$ cat config.mk
export PLATFORM = sky130hd
export DESIGN_NAME = apb_requester
export DESIGN_NICKNAME = d
export VERILOG_FILES = /design/src/rtl/apb_pkg.sv /design/src/rtl/apb_requester.sv
export SDC_FILE = /design/constraint.sdc
export NUM_CORES = 1
export LEC_CHECK = 0
export BUFFER_PORTS_ARGS = -buffer_cell sky130_fd_sc_hd__buf_4
export CORE_UTILIZATION = 30
export DETAILED_ROUTE_END_ITERATION = 8
export GPL_TIMING_DRIVEN = 0
export PLACE_DENSITY = 0.59
export RECOVER_POWER = 50
export SYNTH_ARGS = -nofsm -noshare
export SYNTH_HDL_FRONTEND = slang
export SYNTH_SLANG_ARGS = --single-unit
$ cat constraint.sdc
create_clock -name pclk -period 3.9 [get_ports pclk]
set_input_delay 0.39 -clock pclk [delete_from_list [all_inputs] [get_ports pclk]]
set_output_delay 0.39 -clock pclk [all_outputs]
set_load 0.1 [all_outputs]
$ cat src/rtl/apb_pkg.sv
// Shared APB bus geometry, requester FSM encoding and the address alignment helper.
package apb_pkg;

  localparam int ADDR_WIDTH = 32;
  localparam int DATA_WIDTH = 32;
  localparam int STRB_WIDTH = DATA_WIDTH / 8;
  localparam int ALIGNBITS  = 2;
  localparam int PROT_WIDTH = 3;

  typedef enum logic [1:0] {
    REQ_IDLE   = 2'd0,
    REQ_SETUP  = 2'd1,
    REQ_ACCESS = 2'd2
  } req_state_t;

  function automatic logic validAlign(input logic [ADDR_WIDTH-1:0] addr);
    return addr[ALIGNBITS-1:0] == '0;
  endfunction

endpackage

$ cat src/rtl/apb_requester.sv
// APB requester: one-entry command holding register, SETUP/ACCESS sequencing with
// back-to-back chaining, ACCESS watchdog and a registered valid/ready response port.
module apb_requester
  import apb_pkg::*;
#(
  parameter int TIMEOUT_CYCLES = 16
) (
  input  logic                  pclk,
  input  logic                  preset,
  // Both ports: a beat transfers on the rising edge where valid && ready; the
  // sender holds its payload stable while valid is high and ready is low.
  input  logic                  cmd_valid,
  output logic                  cmd_ready,
  input  logic [ADDR_WIDTH-1:0] cmd_addr,
  input  logic                  cmd_write,
  input  logic [DATA_WIDTH-1:0] cmd_wdata,
  input  logic [STRB_WIDTH-1:0] cmd_strb,
  input  logic [PROT_WIDTH-1:0] cmd_prot,
  output logic                  rsp_valid,
  input  logic                  rsp_ready,
  output logic [DATA_WIDTH-1:0] rsp_rdata,
  output logic                  rsp_slverr,
  output logic                  rsp_timeout,
  output logic                  psel,
  output logic                  penable,
  output logic                  pwrite,
  output logic [ADDR_WIDTH-1:0] paddr,
  output logic [DATA_WIDTH-1:0] pwdata,
  output logic [STRB_WIDTH-1:0] pstrb,
  output logic [PROT_WIDTH-1:0] pprot,
  input  logic [DATA_WIDTH-1:0] prdata,
  input  logic                  pready,
  input  logic                  pslverr,
  output logic [1:0]            dbg_state
);

  localparam int WD_W = (TIMEOUT_CYCLES > 1) ? $clog2(TIMEOUT_CYCLES) : 1;
  localparam logic [WD_W-1:0] WD_LAST = WD_W'((TIMEOUT_CYCLES > 0) ? TIMEOUT_CYCLES - 1 : 0);

  req_state_t            r_state;
  logic                  r_hold_full;
  logic [ADDR_WIDTH-1:0] r_hold_addr;
  logic                  r_hold_write;
  logic [DATA_WIDTH-1:0] r_hold_wdata;
  logic [STRB_WIDTH-1:0] r_hold_strb;
  logic [PROT_WIDTH-1:0] r_hold_prot;
  logic [WD_W-1:0]       r_wd_cnt;
  logic                  r_rsp_valid;
  logic [DATA_WIDTH-1:0] r_rsp_rdata;
  logic                  r_rsp_slverr;
  logic                  r_rsp_timeout;
  logic                  r_psel;
  logic                  r_penable;
  logic                  r_pwrite;
  logic [ADDR_WIDTH-1:0] r_paddr;
  logic [DATA_WIDTH-1:0] r_pwdata;
  logic [STRB_WIDTH-1:0] r_pstrb;
  logic [PROT_WIDTH-1:0] r_pprot;

  logic w_rsp_free;
  logic w_aligned;
  logic w_complete;
  logic w_expire;
  logic w_deq_idle;
  logic w_deq_chain;
  logic w_deq;
  logic w_start;

  assign w_rsp_free = !r_rsp_valid || rsp_ready;
  assign w_aligned  = validAlign(r_hold_addr);
  assign w_complete = (r_state == REQ_ACCESS) && pready;
  // pready on the expiry cycle takes precedence, so expiry requires !pready.
  assign w_expire   = (TIMEOUT_CYCLES != 0) && (r_state == REQ_ACCESS) && !pready &&
                      (r_wd_cnt == WD_LAST);
  assign w_deq_idle = (r_state == REQ_IDLE) && r_hold_full && w_rsp_free;
  // Chaining produces a response next cycle while the bus keeps running, so it
  // needs the consumer ready now; otherwise the next transfer waits in IDLE.
  assign w_deq_chain = w_complete && r_hold_full && rsp_ready && w_aligned;
  assign w_deq       = w_deq_idle || w_deq_chain;
  assign w_start     = w_deq_chain || (w_deq_idle && w_aligned);

  always_ff @(posedge pclk) begin
    if (preset) begin
      r_hold_full  <= 1'b0;
      r_hold_addr  <= '0;
      r_hold_write <= 1'b0;
      r_hold_wdata <= '0;
      r_hold_strb  <= '0;
      r_hold_prot  <= '0;
    end else if (cmd_valid && !r_hold_full) begin
      r_hold_full  <= 1'b1;
      r_hold_addr  <= cmd_addr;
      r_hold_write <= cmd_write;
      r_hold_wdata <= cmd_wdata;
      r_hold_strb  <= cmd_strb;
      r_hold_prot  <= cmd_prot;
    end else if (w_deq) begin
      r_hold_full <= 1'b0;
    end
  end

  always_ff @(posedge pclk) begin
    if (preset) begin
      r_state <= REQ_IDLE;
    end else begin
      case (r_state)
        REQ_IDLE:   if (w_start) r_state <= REQ_SETUP;
        REQ_SETUP:  r_state <= REQ_ACCESS;
        REQ_ACCESS: begin
          if (pready)        r_state <= w_start ? REQ_SETUP : REQ_IDLE;
          else if (w_expire) r_state <= REQ_IDLE;
        end
        default:    r_state <= REQ_IDLE;
      endcase
    end
  end

  always_ff @(posedge pclk) begin
    if (preset || w_start)                         r_wd_cnt <= '0;
    else if ((r_state == REQ_ACCESS) && !pready)   r_wd_cnt <= r_wd_cnt + 1'b1;
  end

  always_ff @(posedge pclk) begin
    if (preset) begin
      r_psel    <= 1'b0;
      r_penable <= 1'b0;
      r_pwrite  <= 1'b0;
      r_paddr   <= '0;
      r_pwdata  <= '0;
      r_pstrb   <= '0;
      r_pprot   <= '0;
    end else if (w_start) begin
      r_psel    <= 1'b1;
      r_penable <= 1'b0;
      r_pwrite  <= r_hold_write;
      r_paddr   <= r_hold_addr;
      r_pwdata  <= r_hold_write ? r_hold_wdata : '0;
      r_pstrb   <= r_hold_write ? r_hold_strb : '0;
      r_pprot   <= r_hold_prot;
    end else if (r_state == REQ_SETUP) begin
      r_penable <= 1'b1;
    end else if (w_complete || w_expire) begin
      r_psel    <= 1'b0;
      r_penable <= 1'b0;
    end
  end

  always_ff @(posedge pclk) begin
    if (preset) begin
      r_rsp_valid   <= 1'b0;
      r_rsp_rdata   <= '0;
      r_rsp_slverr  <= 1'b0;
      r_rsp_timeout <= 1'b0;
    end else if (w_complete) begin
      r_rsp_valid   <= 1'b1;
      r_rsp_rdata   <= (!r_pwrite && !pslverr) ? prdata : '0;
      r_rsp_slverr  <= pslverr;
      r_rsp_timeout <= 1'b0;
    end else if (w_expire) begin
      r_rsp_valid   <= 1'b1;
      r_rsp_rdata   <= '0;
      r_rsp_slverr  <= 1'b1;
      r_rsp_timeout <= 1'b1;
    end else if (w_deq_idle && !w_aligned) begin
      r_rsp_valid   <= 1'b1;
      r_rsp_rdata   <= '0;
      r_rsp_slverr  <= 1'b1;
      r_rsp_timeout <= 1'b0;
    end else if (rsp_ready) begin
      r_rsp_valid <= 1'b0;
    end
  end

  assign cmd_ready   = !r_hold_full;
  assign rsp_valid   = r_rsp_valid;
  assign rsp_rdata   = r_rsp_rdata;
  assign rsp_slverr  = r_rsp_slverr;
  assign rsp_timeout = r_rsp_timeout;
  assign psel        = r_psel;
  assign penable     = r_penable;
  assign pwrite      = r_pwrite;
  assign paddr       = r_paddr;
  assign pwdata      = r_pwdata;
  assign pstrb       = r_pstrb;
  assign pprot       = r_pprot;
  assign dbg_state   = r_state;

endmodule

==> out/summary.log, run 1 <==
INFO  synthesis      main_combinational_cell_family_by_area_after_synthesis=compound AO/OA/AOI/OAI gates
INFO  critical_path  buffering_stage_count_on_the_worst_path_with_inverters_included=1
INFO  routing        drt_pre_antenna_iters=4
INFO  finish         layout_commonest_cell=sky130_fd_sc_hd__dfxtp_1
INFO  clock_tree     cts_made_buffers=17
INFO  clock_tree     post_cts_buffers=0
INFO  sta            worst-slew-pin-transition=1.27ns
INFO  synthesis      number_of_flops_mapped_to_enable_cells_by_yosys=0
INFO  routing        drt-initial-drc-count=273
INFO  synthesis      yosys_warn_count=0
INFO  clock_tree     tritoncts_clock_tree=done
INFO  min_path       whs_path_depth=2
INFO  clock_tree     clkSinkCount=188
INFO  critical_path  kind_of_end_point_of_the_critical_path=primary output
INFO  sta            max_clock_freq=460MHz
INFO  critical_path  crit_required=3.51ns
INFO  synthesis      synth-seq-area-share=55.9%
INFO  floorplan      die-height=152um
INFO  critical_path  cell_breakdown_of_the_critical_path=clkbuf_1
INFO  sta            timing.final.crit_period=2.17ns
INFO  routing        drtAntennaViolNets=0
INFO  clock_tree     cts-htree-levels=4
INFO  floorplan      core-area=0.0219mm^2
INFO  synthesis      post_synth_mux_area_share=0.149%
INFO  floorplan      initial_core_util=30.7%
INFO  power_and_ir_drop power_per_cell_area=481mW/mm^2
INFO  finish         fillerInstances=2,382
INFO  routing        vias_per_cell=4.82
INFO  finish         synthToLayoutAreaGrowth=31.8%
INFO  floorplan      die_area=0.0230mm^2
INFO  synthesis      netlist_area=0.00673mm^2
INFO  critical_path  reg2reg_setup_slack=1.88ns
INFO  synthesis      postSynthRegisterBits=188
INFO  power_and_ir_drop power_leakage=0.00324uW
INFO  global_routing number_of_global_route_vias_before_repair=5,797
INFO  synthesis      synthArstFlopShare=0%
INFO  finish         design.final.nets=1,123
INFO  critical_path  crit_path_start_kind=register
INFO  floorplan      rows=54
INFO  routing        vias=6,283
INFO  critical_path  timing_worst_setup_path_type=register to primary output
INFO  floorplan      die_width=152um
INFO  place          dp.final_hpwl=15,400um
INFO  clock_tree     cts-resized-gates=0
INFO  global_routing grt.met1_usage=23.3%
INFO  clock_tree     cts.reportedPaths.clkPinSlew=0.08ns
INFO  sta            slew_viol_final=0
INFO  clock_tree     clock_tree.buffer_depth=2
INFO  sta            max_clock_skew=0.0126ns
INFO  critical_path  path_delay_family=buffers and inverters
INFO  global_routing grt_most_used_layer=met2
INFO  critical_path  rr_startpoint=dbg_state[0]
INFO  finish         num_antenna_cells=0
INFO  clock_tree     clock-root-buffer=sky130_fd_sc_hd__clkbuf_16
INFO  global_routing pin_count_of_the_biggest_net_entering_global_routing=18
INFO  synthesis      share_of_synthesized_cell_area_in_full_adder_half_adder_and_majority_cells=0.186%
INFO  synthesis      xor_xnor_portion_of_the_synthesized_cell_area=0.390%
INFO  synthesis      synth_fp_nets=883
INFO  min_path       min_delay_worst_endpoint=rsp_rdata[6]
INFO  power_and_ir_drop peakVddDrop=261uV
INFO  sta            setup_total_negative_slack=0ns
INFO  global_routing antenna_found_initial=0
INFO  sta            timing_hold_violations_final=0
INFO  sta            grt_setup_unrepaired=false
INFO  finish         layout.cell_area.non_filler=0.00887mm^2
INFO  clock_tree     cts.hold.buffers_added=0
INFO  global_routing global_route_wire_length_before_repair=31,300um
INFO  critical_path  critical_path.max_stage_delay=0.91ns
INFO  job            drv.max_cap_violation_count=0
INFO  place          io_buffer_count=221
INFO  routing        routed_wire_length_per_instance=16.3um
INFO  routing        route.detailed.drc=0
INFO  finish         most-common-layout-cells=sky130_fd_sc_hd__dfxtp_1, sky130_fd_sc_hd__clkbuf_1, sky130_fd_sc_hd__nand2_1
INFO  place          postPlaceCellArea=0.00874mm^2
INFO  synthesis      syn_inst=772
INFO  sta            relSlewSlack=15.6%
INFO  synthesis      netlist-cell-type-count=38
INFO  place          routabilityCongestion=0.780
INFO  critical_path  crit_slowest_cell=sky130_fd_sc_hd__clkbuf_1
INFO  sta            final_cycle_share=55.7%
INFO  synthesis      synth_area_per_cell=8.72um^2
INFO  critical_path  critical_path_arrival=1.78ns
INFO  finish         final_layout_size_suffix_gt1_share=15.9%
INFO  critical_path  critical_path_peak_fanout=3
INFO  floorplan      top_level_port_count=222
INFO  synthesis      synthSimpleGateAreaFrac=17.2%
INFO  routing        wl=21,200um
INFO  critical_path  timing.rr.end=rsp_rdata[9]
INFO  min_path       hp-start=prdata[6]
INFO  global_routing global_route_met3_utilization=5.09%
INFO  synthesis      synth-compound-area-share=21.5%
INFO  outcome        status=completed
INFO  sta            setup_viol_count_final=0
INFO  global_routing global_route.usage.met2=29.7%
INFO  clock_tree     clock_insertion_delay_worst_skew=0.42ns
INFO  global_routing grt_use_total=18.0%
INFO  synthesis      synth_flop_cell=sky130_fd_sc_hd__dfxtp_1
INFO  critical_path  ff2ff_path_depth=5
INFO  global_routing total_congestion_overflow_after_global_routing=0
INFO  min_path       worstHoldPathType=primary input to register
## cell usage after synthesis, types with 2 or more instances
| master | instances | area (um^2) |
|---|---|---|
| sky130_fd_sc_hd__a22o_1 | 32 | 280 |
| sky130_fd_sc_hd__nor2b_1 | 2 | 12.5 |
| sky130_fd_sc_hd__nor3_1 | 6 | 30.0 |
| sky130_fd_sc_hd__nor2_2 | 2 | 12.5 |
| sky130_fd_sc_hd__o21ai_1 | 70 | 350 |
| sky130_fd_sc_hd__o21ai_0 | 4 | 20.0 |
| sky130_fd_sc_hd__nand3_1 | 34 | 170 |
| sky130_fd_sc_hd__dfxtp_1 | 188 | 3760 |
| sky130_fd_sc_hd__buf_6 | 3 | 33.8 |
| sky130_fd_sc_hd__xor2_1 | 2 | 17.5 |
| sky130_fd_sc_hd__a21oi_1 | 145 | 726 |
| sky130_fd_sc_hd__buf_1 | 4 | 15.0 |
| sky130_fd_sc_hd__buf_2 | 16 | 80.1 |
| sky130_fd_sc_hd__nand2_1 | 150 | 563 |
| sky130_fd_sc_hd__nor2_1 | 6 | 22.5 |
| sky130_fd_sc_hd__and2b_1 | 2 | 15.0 |
| sky130_fd_sc_hd__clkbuf_1 | 48 | 180 |
| sky130_fd_sc_hd__nor3b_1 | 2 | 15.0 |
| sky130_fd_sc_hd__nand4_1 | 37 | 231 |
## where the power goes
part,total (uW),internal (uW),switching (uW)
Clock,1770,978,793
Sequential,2010,1980,31.1
Combinational,488,142,345
Total,4270,3100,1170
## logic make-up after synthesis
kind of cell	after synthesis
buffers and inverters	72
adders and majority gates	1
and+or+nand+nor	250
DFF	188
muxes	1
AOI/OAI and AO/OA	257
xor gates and xnor gates	3
## layout make-up
cell class | count | area [um^2] | share of cell area, %
sequential | 188 | 3760 | 42.4
multi-input combinational | 512 | 2640 | 29.8
timing repair buffer | 221 | 1230 | 13.9
clock buffer | 18 | 439 | 4.95
tap | 280 | 350 | 3.95
buffer | 71 | 287 | 3.23
clock inverter | 13 | 153 | 1.72
inverter | 1 | 3.75 | 0.0423
## state kept, by name, summed over array words and instances, names as in the netlist, 2 cells and up
register / count
paddr: 32
pwdata: 32
r_hold_addr: 32
r_hold_wdata: 32
rsp_rdata: 32
pstrb: 4
r_hold_strb: 4
r_wd_cnt: 4
pprot: 3
r_hold_prot: 3
dbg_state: 2
## per-layer routing
layer | routed length, um | part of all wire (%)
met1 | 9650 | 45
met2 | 9990 | 47
met3 | 1410 | 6.7
met4 | 176 | 0.83
met5 | 0 | 0
## worst max path at each step
| stage | cells past startpoint | to | from |
|---|---|---|---|
| 2_1_floorplan | 5 | pwrite | dbg_state[1] |
| 3_3_place_gp | 6 | pprot[1] | rsp_ready |
| 3_5_place_dp | 6 | pprot[0] | rsp_ready |
| 4_1_cts | 5 | pwdata[29] | r_hold_full |
| 5_1_grt | 1 | pwrite | pwrite |
| 6_report | 1 | pwrite | pwrite |
## metrics by stage
stage	instances	hold slack [ns]	total power (uW)	worst slack, ns	utilization, %
CTS	1304	0.158	4340	1.95	42.6
global route	1304	0.153	4450	1.67	40.5
finish	1304	0.181	4270	1.73	40.5
detailed placement	1273	0.447	2560	1.90	39.9
floorplan	772	0.437	2350	1.75	-
global placement	1273	0.443	2560	1.92	39.9
No activity file was read; power rests on OpenSTA's default activity.
==> run 2: changes to the inputs <==
--- a/config.mk
+++ b/config.mk
@@ -9,7 +9,7 @@
 export CORE_UTILIZATION = 30
 export DETAILED_ROUTE_END_ITERATION = 8
 export GPL_TIMING_DRIVEN = 0
-export PLACE_DENSITY = 0.59
+export PLACE_DENSITY = 0.61
 export RECOVER_POWER = 50
 export SYNTH_ARGS = -nofsm -noshare
 export SYNTH_HDL_FRONTEND = slang
==> constraint.sdc (replaced) <==
create_clock -name pclk -period 1.95 [get_ports pclk]
set_input_delay 0.195 -clock pclk [delete_from_list [all_inputs] [get_ports pclk]]
set_output_delay 0.195 -clock pclk [all_outputs]
set_load 0.1 [all_outputs]
==> run 2 against run 1 <==
Against the previous run:
- critical path depth grew 4
- sequential power is 100% higher
- setup slack got worse by 1.6 ns
- via count grew 4.6%
- non-clock buffer count is 48 higher
- combinational power rose by 120%
- total power up 110%
- core utilization up 3.1 points
- die area did not move
- largest power group unchanged
- highest routed layer unchanged
==> out/summary.log, run 2 (synthesis gave the netlist of run 1 again) <==
INFO  outcome        status=completed
INFO  finish         synthToLayoutAreaGrowth=42.0%
INFO  critical_path  kind_of_end_point_of_the_critical_path=register
INFO  clock_tree     cts.reportedPaths.clkPinSlew=0.07ns [about the same]
INFO  clock_tree     post_cts_buffers=0 [unchanged]
INFO  finish         layout_commonest_cell=sky130_fd_sc_hd__dfxtp_1
INFO  finish         fillerInstances=2,253 [-5.4%]
INFO  place          post-place-ws=0.0490ns [-1.85 ns]
INFO  clock_tree     cts-htree-levels=4 [unchanged]
INFO  place          routabilityCongestion=0.765 [-1.9%]
INFO  finish         layout.cell_area.non_filler=0.00956mm^2 [+7.7%]
INFO  floorplan      initial_core_util=30.7% [unchanged]
INFO  clock_tree     clock-root-buffer=sky130_fd_sc_hd__clkbuf_16
INFO  finish         num_antenna_cells=0 [unchanged]
INFO  finish         register_area=0.00377mm^2 [about the same]
INFO  clock_tree     clock_tree.buffer_depth=2 [unchanged]
INFO  finish         design.final.nets=1,171 [+4.3%]
INFO  routing        drt_pre_antenna_iters=5 [+1]
INFO  sta            final.hold.worst_slack=0.0212ns [-0.160 ns]
INFO  power_and_ir_drop power=8750uW [+110%]
INFO  global_routing global_route_wire_length_before_repair=32,400um [+3.7%]
INFO  sta            setup_total_negative_slack=0ns [unchanged]
INFO  sta            final_cycle_share=92.3%
INFO  critical_path  critical_path_peak_fanout=10 [+7]
INFO  routing        drtAntennaViolNets=0 [unchanged]
INFO  routing        route.detailed.drc=0 [unchanged]
INFO  floorplan      core-area=0.0219mm^2 [unchanged]
INFO  routing        wl=21,500um [+1.4%]
INFO  min_path       whs_path_depth=3 [+1]
INFO  critical_path  critical_path_arrival=2.14ns [+0.36 ns]
INFO  power_and_ir_drop power_leakage=0.00386uW [+19%]
INFO  sta            slew_viol_final=0 [unchanged]
INFO  routing        vias_per_cell=4.86 [+0.89%]
INFO  clock_tree     clock_insertion_delay_worst_skew=0.42ns [about the same]
INFO  sta            setup_viol_count_final=0 [unchanged]
INFO  sta            timing_hold_violations_final=0 [unchanged]
INFO  finish         most-common-layout-cells=sky130_fd_sc_hd__dfxtp_1, sky130_fd_sc_hd__nand2_1, sky130_fd_sc_hd__a21oi_1
INFO  global_routing grt_use_total=18.5% [+0.48 points]
INFO  global_routing pin_count_of_the_biggest_net_entering_global_routing=18 [unchanged]
INFO  routing        routed_metal_1_wirelength=9770um [+1.3%]
INFO  sta            postLayoutSetupSlackWorst=0.151ns [-1.58 ns]
INFO  sta            max_clock_skew=0.0107ns [-0.00197 ns]
INFO  place          dp.final_hpwl=15,300um [-0.72%]
INFO  routing        vias=6,572 [+4.6%]
INFO  global_routing antenna_found_initial=0 [unchanged]
INFO  min_path       worstHoldPathType=primary input to register
INFO  critical_path  crit_required=2.29ns [-1.22 ns]
INFO  routing        dr.max_layer_used=met4
INFO  critical_path  timing_worst_setup_path_type=register to register
INFO  routing        routed_wire_length_per_instance=15.9um [-2.2%]
INFO  finish         final_layout_size_suffix_gt1_share=26.5% [+11 points]
INFO  routing        drt-initial-drc-count=288 [+5.5%]
INFO  sta            relSlewSlack=47.4% [+32 points]
INFO  power_and_ir_drop power_per_cell_area=916mW/mm^2 [+90%]
INFO  finish         multi_input_comb_area=0.00265mm^2 [+0.43%]
INFO  place          io_buffer_count=221 [unchanged]
INFO  routing        route.met2.wl=10,300um [+3.0%]
INFO  floorplan      die-height=152um [unchanged]
INFO  sta            worst-slew-pin-transition=0.789ns [-0.483 ns]
INFO  clock_tree     cts_made_buffers=17 [unchanged]
INFO  clock_tree     tritoncts_clock_tree=done
INFO  critical_path  crit_path_start_kind=register
INFO  global_routing number_of_global_route_vias_before_repair=6,191 [+6.8%]
INFO  sta            timing.final.crit_period=1.80ns
INFO  clock_tree     clkSinkCount=188 [unchanged]
INFO  sta            grt_setup_unrepaired=false
INFO  floorplan      die_area=0.0230mm^2 [unchanged]
INFO  critical_path  ff2ff_path_depth=5 [unchanged]
INFO  floorplan      top_level_port_count=222 [unchanged]
INFO  global_routing total_congestion_overflow_after_global_routing=0 [unchanged]
INFO  floorplan      die_width=152um [unchanged]
INFO  place          postPlaceCellArea=0.00874mm^2 [about the same]
INFO  routing        wl_met3=1270um [-9.9%]
INFO  job            drv.max_cap_violation_count=0 [unchanged]
INFO  power_and_ir_drop peakVddDrop=553uV [+110%]
INFO  floorplan      rows=54 [unchanged]
INFO  sta            max_clock_freq=556MHz
-- run 2: final timing paths --
check	to	startpoint	slack [ns]
hold / removal	r_hold_addr[25]	cmd_addr[25]	0.02
setup / recovery	paddr[17]	dbg_state[0]	0.15
setup reg to reg	paddr[17]	dbg_state[0]	0.15
hold reg to reg	r_hold_addr[19]	r_hold_addr[19]	0.46
-- run 2: critical path, cell delays in order (launching register included) --
cell and delay, ns:
sky130_fd_sc_hd__dfxtp_2 0.35, sky130_fd_sc_hd__or2_4 0.28, sky130_fd_sc_hd__o21ai_4 0.36, sky130_fd_sc_hd__clkbuf_1 0.43, sky130_fd_sc_hd__nand3_1 0.14, sky130_fd_sc_hd__a21oi_1 0.15
-- run 2: timing repair --
action / CTS / global route
endpoints found under the setup margin: 0 / 52
hold endpoints to repair: 47 / 1
resized for setup: 0 / 4
hold buffers: 47 / 1
-- run 2: metrics by stage --
stage	std cells	util, %
after detailed placement	1273	39.9
after floorplan	772	-
after global placement	1273	39.9
after global routing	1352	43.7
final	1352	43.7
after CTS	1351	44.9
-- run 2: final cells by class --
| class | count | area share, % |
|---|---|---|
| Multi-Input combinational cell | 512 | 27.8 |
| Sequential cell | 188 | 39.4 |
| Tap cell | 280 | 3.66 |
| Clock buffer | 18 | 4.59 |
| Buffer | 71 | 3.26 |
| Clock inverter | 13 | 1.86 |
| Timing Repair Buffer | 269 | 19.4 |
| Inverter | 1 | 0.0393 |
-- run 2: per-layer routing --
layer  vias up  track usage, %
met4         0            4.55
met2       183            31.0
li1       3292               -
met5         -               0
met3        15            4.55
met1      3082            23.6
-- run 2: where the power goes --
| group | leakage, uW | internal [uW] | switching (uW) |
|---|---|---|---|
| sequential | 0.00153 | 3950 | 64.3 |
| clock | 0.000297 | 2080 | 1580 |
| combinational | 0.00203 | 364 | 709 |
| total | 0.00386 | 6400 | 2350 |
